$ cat config.mk
export PLATFORM = sky130hd
export DESIGN_NAME = dequant_line_sequencer
export DESIGN_NICKNAME = d
export VERILOG_FILES = /design/src/rtl/dequant_line_sequencer.sv
export SDC_FILE = /design/constraint.sdc
export NUM_CORES = 2
export LEC_CHECK = 0
export CAP_MARGIN = 20
export CELL_PAD_IN_SITES_DETAIL_PLACEMENT = 1
export CELL_PAD_IN_SITES_GLOBAL_PLACEMENT = 1
export CORE_AREA = 5 5 521 523
export DETAILED_ROUTE_END_ITERATION = 12
export DIE_AREA = 0 0 526 528
export PLACE_DENSITY_LB_ADDON = 0.1
export SYNTH_ARGS = -nofsm -noshare
export SYNTH_HDL_FRONTEND = slang
export SYNTH_SLANG_ARGS = --single-unit
$ cat constraint.sdc
create_clock -name clk -period 45.9 [get_ports clk]
set_clock_uncertainty 0.2 [all_clocks]
set_input_delay 4.59 -clock clk [delete_from_list [all_inputs] [get_ports clk]]
set_output_delay 4.59 -clock clk [all_outputs]
set_load 0.03 [all_outputs]
$ cat src/rtl/dequant_line_sequencer.sv
// Line sequencer for the parallel dequantizer: splits a quantized line into beats of LANES words,
// drives the external mantissa/exponent formers and packs their results into a float line.
module dequant_line_sequencer #(
  parameter int L2WIDTH   = 512,
  parameter int WWIDTH    = 32,
  parameter int EXPLENGTH = 8,
  parameter int LANES     = 4
) (
  input  logic                         clk,
  input  logic                         rst,
  input  logic                         in_valid,
  output logic                         in_ready,
  input  logic [L2WIDTH-1:0]           in_data,
  input  logic [EXPLENGTH-1:0]         in_step_exp,
  output logic                         out_valid,
  input  logic                         out_ready,
  output logic [L2WIDTH-1:0]           out_data,
  output logic                         busy,
  output logic [LANES*EXPLENGTH-1:0]   former_step_exp,
  output logic [LANES*WWIDTH-1:0]      former_mag,
  output logic [LANES*6-1:0]           former_loc,
  input  logic [LANES*7-1:0]           former_exp,
  input  logic [LANES*24-1:0]          former_man
);

  localparam int WORDS     = L2WIDTH / WWIDTH;
  localparam int BEATS     = WORDS / LANES;
  localparam int BEAT_BITS = LANES * WWIDTH;
  localparam int BW        = (BEATS > 1) ? $clog2(BEATS) : 1;

  typedef enum logic [1:0] {IDLE, RUN, DONE} state_t;

  state_t                 state_q, state_d;
  logic [BW-1:0]          beat_q, beat_d;
  logic [L2WIDTH-1:0]     line_q, line_d;
  logic [EXPLENGTH-1:0]   step_q, step_d;
  logic [L2WIDTH-1:0]     out_q, out_d;

  logic                   run;
  logic [BEAT_BITS-1:0]   beat_slice;
  logic [BEAT_BITS-1:0]   beat_result;

  // Position of the highest set bit plus one; zero means no bit set.
  function automatic logic [5:0] find_loc(input logic [WWIDTH-1:0] m);
    logic [5:0] r;
    r = '0;
    for (int i = 0; i < WWIDTH; i++) begin
      if (m[i]) r = 6'(i + 1);
    end
    return r;
  endfunction

  assign beat_slice = line_q[int'(beat_q) * BEAT_BITS +: BEAT_BITS];

  genvar gi;
  generate
    for (gi = 0; gi < LANES; gi++) begin : g_lane
      logic [WWIDTH-1:0] w;
      logic              sgn;
      logic [WWIDTH-1:0] mag;
      logic [5:0]        loc;
      logic              unused_man_lsb;

      assign w   = beat_slice[gi*WWIDTH +: WWIDTH];
      assign sgn = w[WWIDTH-1];
      // Two's-complement negate keeps -2^31 as 0x8000_0000, which is the wanted magnitude.
      assign mag = sgn ? (~w + 1'b1) : w;
      assign loc = find_loc(mag);

      assign former_mag[gi*WWIDTH +: WWIDTH]            = run ? mag : '0;
      assign former_loc[gi*6 +: 6]                      = run ? loc : '0;
      assign former_step_exp[gi*EXPLENGTH +: EXPLENGTH] = run ? step_q : '0;

      // A zero word must pack to +0, never to the signed-zero pattern.
      assign beat_result[gi*WWIDTH +: WWIDTH] = (loc == 6'd0) ? '0 :
          {sgn, 1'b0, former_exp[gi*7 +: 7], former_man[gi*24+1 +: 23]};
      assign unused_man_lsb = former_man[gi*24];
    end
  endgenerate

  always_comb begin
    state_d   = state_q;
    beat_d    = beat_q;
    line_d    = line_q;
    step_d    = step_q;
    out_d     = out_q;
    in_ready  = 1'b0;
    out_valid = 1'b0;
    busy      = 1'b0;
    run       = 1'b0;
    case (state_q)
      IDLE: begin
        in_ready = 1'b1;
        if (in_valid) begin
          line_d  = in_data;
          step_d  = in_step_exp;
          beat_d  = '0;
          state_d = RUN;
        end
      end
      RUN: begin
        busy = 1'b1;
        run  = 1'b1;
        out_d[int'(beat_q) * BEAT_BITS +: BEAT_BITS] = beat_result;
        beat_d = beat_q + 1'b1;
        if (beat_q == BW'(BEATS - 1)) state_d = DONE;
      end
      DONE: begin
        busy      = 1'b1;
        out_valid = 1'b1;
        if (out_ready) state_d = IDLE;
      end
      default: state_d = IDLE;
    endcase
  end

  always_ff @(posedge clk or posedge rst) begin
    if (rst) begin
      state_q <= IDLE;
      beat_q  <= '0;
      line_q  <= '0;
      step_q  <= '0;
      out_q   <= '0;
    end else begin
      state_q <= state_d;
      beat_q  <= beat_d;
      line_q  <= line_d;
      step_q  <= step_d;
      out_q   <= out_d;
    end
  end

  assign out_data = out_q;

endmodule
==> results.toml <==
[timing]
fmax_mhz = 78.8
fin_tns_setup_ns = 0
hold_viol = 0
tightest_slew_ns = 1.08
max_slew_margin = 0.283
min_period_ns = 12.69
rsz0062_at_grt = "no"
whs_ns = 0.276
fin_ws_ns = 33.21
maxSlewViolCount = 0
period_share = 0.276
finalSetupViolations = 0

[routing]
antenna_left = 0
highest_layer = "met5"
drt-met1-wl_um = 110000
dr_wl_met3_um = 22800
drc = 0
wire_per_inst_um = 30.0
first_pass_iters = 5
via_per_inst = 4.56
vias = 41000
wl_met2_um = 129000
wl_um = 269000
drtIter0Drc = 2009

[floorplan]
initial_core_util = 0.186
core_um2 = 266000
num_rows = 190
fp.dieW_um = 526
die_area_um2 = 278000
die_y_um = 528
ios = 1347

[layout]
synthToLayoutAreaGrowth_pct = 43.0
layout_common_cells = "clkdlybuf4s50_1 (1326), dfrtp_1 (1018), mux2_2 (526)"
fin_util = 0.266
final_cell_count_no_fill = 8977
drive_above_1_share = 0.189
nets = 5960
final_common_cell = "clkdlybuf4s50_1"
multi_input_area_um2 = 22200
fill_cells = 29400
regArea_um2 = 25500

[global_route]
grt_pass1_vias = 43800
gr-total-overflow = 0
grt_util_all_layers = 0.187
antenna_found_initial = 111
grt_start_max_net_pins = 108
grt_pass1_wl_um = 373000

[placement]
dp_cells = 8702
hpwl_um = 203000
port_buffers = 1326
pre_cts_slack_ns = 33.89
gp_routability_congestion = 0.779

[logic_synthesis]
async_flop_share = 1.00
synth_edf_count = 0
ys_seq_area_frac = 0.515
synth_area_um2 = 49600
yosys.area.top_type = "dfrtp_1"
synth.distinct_cells = 96
ys_ff_latch = 1020
ys_top_cells_by_area = "dfrtp_1 (51%), mux2_2 (12%), mux4_2 (5.9%), a32o_1 (5.0%), nand2_1 (2.8%)"
avgSynthCellArea_um2 = 12.1
synth_warnings = 0
syn_inst = 4096
synth_flop_cell = "dfrtp_1"
synth_top_area_frac = 0.515

[critical_path]
end_kind = "output port"
cp.arrival_ns = 7.90
path_max_fanout = 60
cp.required_ns = 41.11
startpoint_type = "register"
crit_type = "register to output port"

[pwr]
p_switching_mw = 3.03
leakage_nw = 27.6
p_per_area_nw_per_um2 = 90.9
p_comb_frac = 0.587
seqPwrFrac = 0.241
power.share.switching = 0.470
irDropWorstVdd_v = 0.0000301
pwr-share-clk = 0.172
p_int_mw = 3.42

[job]
max-cap-violations = 0

[clocking]
htreeDepth = 4
cts_buffers = 146
cts_resized = 0
cts_root_buffer = "clkbuf_16"
cts_hold_buffers = 0
cts_tree = "built"
cts_num_sinks = 1020
cts_buffer_depth = 4
insertion_delay_ns = 0.82
cts_setup_buffers = 0
clk_pin_slew_ns = 0.06

[run_status]
status = "complete, no violations"

[worst_hold_path]
hold_path.class = "register to register"
==> per-stage QoR <==
step	power, mW	area, um2
after detailed placement	5.42	66300
after floorplan	3.78	49600
after global routing	6.85	70900
after global placement	5.40	66300
after CTS	6.58	70800
final	6.44	70900
==> logic make-up after synthesis <==
family / after synthesis / synth area share
buffers and inverters: 414 / 0.0417
muxes: 680 / 0.183
xor gates and xnor gates: 111 / 0.0196
adders and majority gates: 12 / 0.00303
AOI/OAI and AO/OA: 889 / 0.142
and+or+nand+nor: 969 / 0.0955
other: 1 / 0.0000756
DFF: 1020 / 0.515
==> final timing paths <==
| check | from | to | slack, ns | cells after the start |
|---|---|---|---|---|
| max in group asynchronous | rst | line_q[88] | 38.19 | 5 |
| setup reg to reg | beat_q[0] | out_data[22] | 37.43 | 16 |
| hold reg to reg | out_data[198] | out_data[198] | 0.28 | 2 |
| hold / removal | out_data[198] | out_data[198] | 0.28 | 2 |
| setup / recovery | beat_q[0] | former_loc[0] | 33.21 | 14 |
| min in group asynchronous | rst | out_data[47] | 4.13 | 2 |
==> area by class of cell <==
cell class                      count  share of cell area
Antenna cell                       27            0.000953
Clock buffer                      210              0.0586
Clock inverter                     36             0.00544
Inverter                           44             0.00247
Multi-Input combinational cell   2677               0.313
Sequential cell                  1020               0.360
Tap cell                         3552              0.0627
Timing Repair Buffer             1411               0.197
==> worst max-delay path, cell delays in order, from the launching register on <==
cell and delay [ns]:
dfrtp_4 0.82, buf_12 0.41, buf_4 0.56, buf_4 0.46, mux4_2 0.68, nor4_2 0.31, buf_4 0.24, nand4_1 0.67
nor2_1 0.75, nand2_1 0.24, o31ai_1 0.32, xor2_1 0.30, nand2_1 0.10, a31oi_1 0.18, clkdlybuf4s50_1 0.75
==> registers in the layout, indices dropped and copies added (netlist names) <==
register	flops
line_q	512
out_data	496
step_q	8
beat_q	2
state_q	2
==> power by group through the flow <==
| stage | clock (mW) | sequential [mW] | combinational, mW |
|---|---|---|---|
| after global placement | 0 | 1.56 | 3.83 |
| after detailed placement | 0 | 1.58 | 3.84 |
| final | 1.11 | 1.55 | 3.78 |
| after global routing | 1.19 | 1.61 | 4.05 |
| after floorplan | 0 | 1.83 | 1.95 |
| after CTS | 1.16 | 1.56 | 3.86 |
==> layer usage <==
| layer | up-vias | track usage |
|---|---|---|
| met5 | - | 0 |
| met4 | 90 | 0.0440 |
| met3 | 402 | 0.0723 |
| met2 | 1241 | 0.316 |
| met1 | 21400 | 0.225 |
| li1 | 17800 | - |
==> synth_stat cells, drive strengths merged (9+ instances only) <==
master,n
a22o,125
nand3,48
ha,12
xnor2,69
a31oi,37
nor3,68
a32o,250
o211ai,21
xor2,42
or2,19
buf,137
and2,52
o21ai,177
mux4,129
o31ai,29
or4,20
o22ai,12
nand3b,12
inv,43
a21o,9
nor4,39
a41oi,9
nand2b,24
clkbuf,233
nand4,22
mux2i,25
nor2b,13
a21oi,71
mux2,526
nor2,196
dfrtp,1020
a211oi,22
nor4b,11
a21boi,10
nor3b,11
o41ai,15
and3,13
o2111a,9
nand2,368
or3,28
No activity file was read; power rests on OpenSTA's default activity.
